$ cat src/rtl/dcache_m.sv
// Direct-mapped, write-through, no-write-allocate data cache with one-word lines.
// Sits between the core's data port and a slower req/ack backing memory.
module dcache_m #(
  parameter int WIDTH = 12,
  parameter int INDEX = 4
) (
  input  logic             i_clk,
  input  logic             i_rst,
  input  logic             i_req,
  input  logic             i_we,
  input  logic [WIDTH-1:0] i_addr,
  input  logic [31:0]      i_data,
  output logic [31:0]      o_data,
  output logic             o_ready,
  output logic             o_busy,
  output logic             o_mem_req,
  output logic             o_mem_we,
  output logic [WIDTH-1:0] o_mem_addr,
  output logic [31:0]      o_mem_data,
  input  logic [31:0]      i_mem_data,
  input  logic             i_mem_ack
);

  localparam int LINES = 1 << INDEX;
  localparam int TAGW  = WIDTH - INDEX;

  typedef enum logic [1:0] {IDLE, TAG, FILL, WRITE} state_t;

  state_t           state;
  logic [WIDTH-1:0] addr_q;
  logic             we_q;
  logic [31:0]      data_q;
  logic             hit_q;

  logic [LINES-1:0] valid_q;
  logic [TAGW-1:0]  tag_q  [LINES];
  logic [31:0]      line_q [LINES];

  logic [INDEX-1:0] idx;
  logic [TAGW-1:0]  addr_tag;
  logic             hit;

  assign idx        = addr_q[INDEX-1:0];
  assign addr_tag   = addr_q[WIDTH-1:INDEX];
  assign hit        = valid_q[idx] && (tag_q[idx] == addr_tag);
  assign o_busy     = (state != IDLE);
  assign o_mem_addr = addr_q;

  always_ff @(posedge i_clk) begin
    if (i_rst) begin
      state      <= IDLE;
      valid_q    <= '0;
      addr_q     <= '0;
      we_q       <= 1'b0;
      data_q     <= '0;
      hit_q      <= 1'b0;
      o_data     <= '0;
      o_ready    <= 1'b0;
      o_mem_req  <= 1'b0;
      o_mem_we   <= 1'b0;
      o_mem_data <= '0;
    end else begin
      o_ready <= 1'b0;
      case (state)
        IDLE: begin
          if (i_req) begin
            addr_q <= i_addr;
            we_q   <= i_we;
            data_q <= i_data;
            state  <= TAG;
          end
        end
        TAG: begin
          hit_q <= hit;
          if (!we_q && hit) begin
            o_data  <= line_q[idx];
            o_ready <= 1'b1;
            state   <= IDLE;
          end else begin
            // Every write goes through to memory; only reads that miss fill.
            o_mem_req <= 1'b1;
            o_mem_we  <= we_q;
            if (we_q) o_mem_data <= data_q;
            state <= we_q ? WRITE : FILL;
          end
        end
        FILL: begin
          if (i_mem_ack) begin
            line_q[idx]  <= i_mem_data;
            tag_q[idx]   <= addr_tag;
            valid_q[idx] <= 1'b1;
            o_data       <= i_mem_data;
            o_ready      <= 1'b1;
            o_mem_req    <= 1'b0;
            state        <= IDLE;
          end
        end
        WRITE: begin
          if (i_mem_ack) begin
            if (hit_q) line_q[idx] <= data_q;
            o_ready   <= 1'b1;
            o_mem_req <= 1'b0;
            o_mem_we  <= 1'b0;
            state     <= IDLE;
          end
        end
        default: state <= IDLE;
      endcase
    end
  end

endmodule
$ cat config.mk
export PLATFORM = sky130hd
export DESIGN_NAME = dcache_m
export DESIGN_NICKNAME = d
export VERILOG_FILES = /design/src/rtl/dcache_m.sv
export SDC_FILE = /design/constraint.sdc
export NUM_CORES = 1
export LEC_CHECK = 0
export ABC_CLOCK_PERIOD_IN_PS = 12000
export CAP_MARGIN = 0
export CORE_UTILIZATION = 55
export DETAILED_ROUTE_END_ITERATION = 10
export GPL_TIMING_DRIVEN = 1
export PLACE_DENSITY = 0.77
export SYNTH_ARGS = -nofsm -noshare
export SYNTH_HDL_FRONTEND = slang
export SYNTH_SLANG_ARGS = --single-unit
$ cat constraint.sdc
create_clock -name i_clk -period 12 [get_ports i_clk]
set_input_delay 3.6 -clock i_clk [delete_from_list [all_inputs] [get_ports i_clk]]
set_output_delay 3.6 -clock i_clk [all_outputs]
set_load 0.02 [all_outputs]
# Yosys cells after proc, flatten, opt, wreduce, memory -nomap -nowiden
# Memory sizes are Yosys's and may differ from the RTL's. A register that Yosys moved wholly into a read port is not among the register bits.
# Cells that the tools add are included.
# totals
ff_bits	131
mem_bits_rw	640
in_bits	81
out_inout_bits	80
wordCells	78
memories	2
# op_classes
magnitude_cmp	2
n_eq_ne	10
muxes	33
bitwise	3
reduce_logical	17
# memory_table
name	depth	width	read_ports	rd_clocked_by_memory_dff	write_ports	line	source
line_q	16	32	1	1	1	37	logic [31:0] line_q [LINES];
tag_q	16	8	1	1	1	36	logic [TAGW-1:0] tag_q [LINES];
# ops
operator	count
$mux 32	3
$pmux 32 s2	1
$mux 1	16
$mux 4	4
$or 16x16->16	1
$reduce_and 3->1	4
$ne 2x2->1 const B	5
$eq 8x8->1	1
$reduce_bool 2->1	4
$mux 2	3
$pmux 1 s2	3
$pmux 2 s3	1
$reduce_and 2->1	3
$lt 4x5->1 const B	1
$bmux 1 s4	1
$demux 1 s4	1
$eq 2x2->1 const B	2
$ge 4x1->1 const B	1
$logic_and 1x1->1	3
$eq 2x1->1 const B	1
$logic_not 2->1	1
$ne 2x1->1 const B	1
$reduce_or 2->1	1
$logic_not 1->1	1
other kinds (2)	2

# Depth between registers and ports, before layout
# depth
word_depth	6
depth_mapped	13
ltp_nobuf	8

# Least setup slack after synthesis
# Ideal clock, no wire load.
# synth_path
path_kind	in2reg
from	input port i_mem_ack
to	memory line_q[2][0] (enable)
setup_ps	421
arrival_time_ps	5932
slack_ps	5647
cell_stages	5
path_buffers	1
path_cell_list	clkbuf_1 > nand2_1 > nor2_1 > o21ai_0 > nor2_1
# synth_via
elab_chain_len	5
elab_cells_between_ends	9
classes_between	8 x mux; 1 x bitwise
# synth_lines
item	line	source
start, declared	21	input logic i_mem_ack
$mux 1 (on tied branches)	88, 99	
$mux 1	64	case (state)
$mux 1	50	if (i_rst) begin
$mux 1 (on tied branches)	89, 100	
$or 1x1->1 (no line) *	n/a	
end, declared	37	
# Mark *: on every way between the ends. The rest lies on a longest branch, timed or not.

# Final worst setup path
# layout_path
from	input port i_mem_ack
to	memory line_q[6][14] (enable)
# Same word-level chain as after synthesis.

==> impl_metrics.toml <==
[clock_tree]
tritoncts = "yes"
cts_num_sinks = 775
postCtsSetupRepairBufs = 0
cts-root-buf = "clkbuf_16"
cts_resized = 0
path_clk_slew_ns = 0.06
clk_latency_ns = 0.63
htree_levels = 3
cts_hold_buf = 0
cts_buffers = 74
clockBufferDepth = 3

[synthesis]
postSynthCellCount = 1743
synthDominantCellAreaShare = 0.629
async_flop_share = 0
syn-mean-instance-area_um2 = 17.5
ys_seq_area_frac = 0.717
synth_cell_type_count = 48
ys_ff_latch = 775
syn_nets = 1824
synth_flop_cell = "edfxtp_1"
syn-cell-area_um2 = 30600
yosys.area.top_type = "edfxtp_1"
synth_edf_count = 640
ys_warn_count = 0
synth_area_leaders = "edfxtp_1 (63%), mux4_2 (14%), dfxtp_1 (8.8%)"

[placed_design]
hpwlAfterDp_mm = 42.0
place_congestion = 0.791
io_buffers = 160
place_worst_setup_slack_ns = 4.47

[die]
initial_core_util = 0.556
die_h_um = 238
core_um2 = 55000
fp.dieW_um = 238
pin_count = 161
dieArea_um2 = 56500
num_rows = 86

[status]
status = "complete, no violations"

[finish]
final_common_cell = "edfxtp_1"
multi_input_area_um2 = 8190
nets = 1971
layout_common_cells = "edfxtp_1 (640), nand2_1 (234), mux4_2 (194)"
layout-drive-gt1-share = 0.210
syn_to_final_growth_pct = 15.9
fillCellCount = 3654
seq_area_um2 = 21900

[timing]
setup_slack_ns = 4.90
slew_violations = 0
fin_setup_tns_ns = 0
worst_slew_pin_slew_ns = 1.37
setup_violations = 0
fmax_ghz = 0.141
finalHoldViolCount = 0
finalCritPeriodShare = 0.592
slew_headroom = 0.0754
skew_ns = 0.0256
period_needed_ns = 7.10
rsz0062_at_grt = "no"

[worst_setup_path]
required_ns = 12.28
worstSetupPathType = "in2reg"
crit_path_end_kind = "register"
reg2reg_depth = 9
crit_arrival_ns = 7.38
start_kind = "input port"
crit_fanout = 38

[worst_hold_path]
hold_path_class = "reg2reg"
hold_depth = 2

[routing]
drt_iter0_markers = 1920
dr.pass1.iters = 7
drc = 0
vias = 17166
routedWlPerCell_um = 28.2
drtAntennaViolNets = 0
wirelength_mm = 76.1
viasPerCell = 6.36

[power_and_ir_drop]
vdd_drop_max_uv = 98.5
power_density_nw_per_um2 = 161
p_leak_uw = 0.0109

[global_route]
grt_pass1_vias = 17399
antenna_found_initial = 1
grt_overflow = 0
track_usage = 0.274
grt_max_degree = 104
grt_pass1_wl_mm = 112

[job]
cap_viol_max_count = 0
-- path summary, 6_finish.rpt --
kind                                      end  slack [ns]                         from
setup / recovery      line_q[6][14]$_DFFE_PP_        4.90                    i_mem_ack
hold / removal    o_mem_data[26]$_SDFFE_PP0P_        0.46  o_mem_data[26]$_SDFFE_PP0P_
setup reg to reg      o_data[25]$_SDFFE_PP0P_        6.54                     register
hold reg to reg   o_mem_data[26]$_SDFFE_PP0P_        0.46  o_mem_data[26]$_SDFFE_PP0P_
-- cells in the mapped netlist (all sizes together), types with 8 or more instances --
master,count
a311o,32
o22ai,17
nor2,76
clkbuf,77
buf,46
mux2i,22
mux2,37
inv,20
nor2b,8
edfxtp,640
a21oi,85
dfxtp,135
mux4,194
nand2,235
nand4b,66
-- flip-flops by register name (all words and copies together), names as in the netlist, named ones only --
name / cells
data_q: 32
hit_q: 1
line_q: 512
o_data: 32
o_mem_addr: 12
o_mem_data: 32
o_mem_req: 1
o_mem_we: 1
o_ready: 1
state: 2
tag_q: 128
valid_q: 16
we_q: 1
-- layer usage --
| metal | track usage | share of wire | vias to the layer above | wire [um] |
|---|---|---|---|---|
| li1 | - | - | 7189 | - |
| met3 | 0.0488 | 0.083 | 156 | 6340 |
| met4 | 0.108 | 0.037 | 0 | 2800 |
| met2 | 0.448 | 0.50 | 937 | 37900 |
| met5 | 0 | 0 | - | 0 |
| met1 | 0.367 | 0.38 | 8884 | 29000 |
-- critical path: stages --
cell and delay, ns:
buf_2 0.89, nand2_1 0.30, nor3_2 0.22, buf_4 0.55, o21ai_0 0.62, nor2_4 0.69, buf_4 0.44
-- report_power, final --
group / internal, uW / switching [uW]
sequential: 2940 / 49.9
clock: 1320 / 1000
combinational: 181 / 215
-- through the flow --
step | instances | utilization | instance area (um^2) | hold slack, ns | total power (uW)
2_1_floorplan | 1743 | - | 30600 | 0.437 | 3270
5_1_grt | 2698 | 0.644 | 35400 | 0.471 | 5860
3_3_place_gp | 2562 | 0.600 | 33000 | 0.444 | 3430
3_5_place_dp | 2562 | 0.600 | 33000 | 0.446 | 3440
6_report | 2699 | 0.644 | 35400 | 0.455 | 5710
4_1_cts | 2698 | 0.644 | 35400 | 0.455 | 5740
-- kinds of logic (layout without fill, tap and decap cells) --
kind of cell,count (synthesis),after routing,share of synthesized area
AO/OA/AOI/OAI,156,156,0.0336
multiplexers,253,253,0.164
other,0,1,0
buffers and inverters,143,350,0.0201
flip-flops,775,775,0.717
XOR/XNOR,4,4,0.00115
AND/OR/NAND/NOR,412,412,0.0645
-- cell type report --
type / instances / share of cell area
clock inverter: 36 / 0.00901
clock buffer: 100 / 0.0593
timing repair buffer: 194 / 0.0526
sequential: 775 / 0.619
multi-input combinational: 825 / 0.231
tap: 748 / 0.0264
antenna: 1 / 0.0000706
inverter: 20 / 0.00212
(Power assumes the default switching activity.)
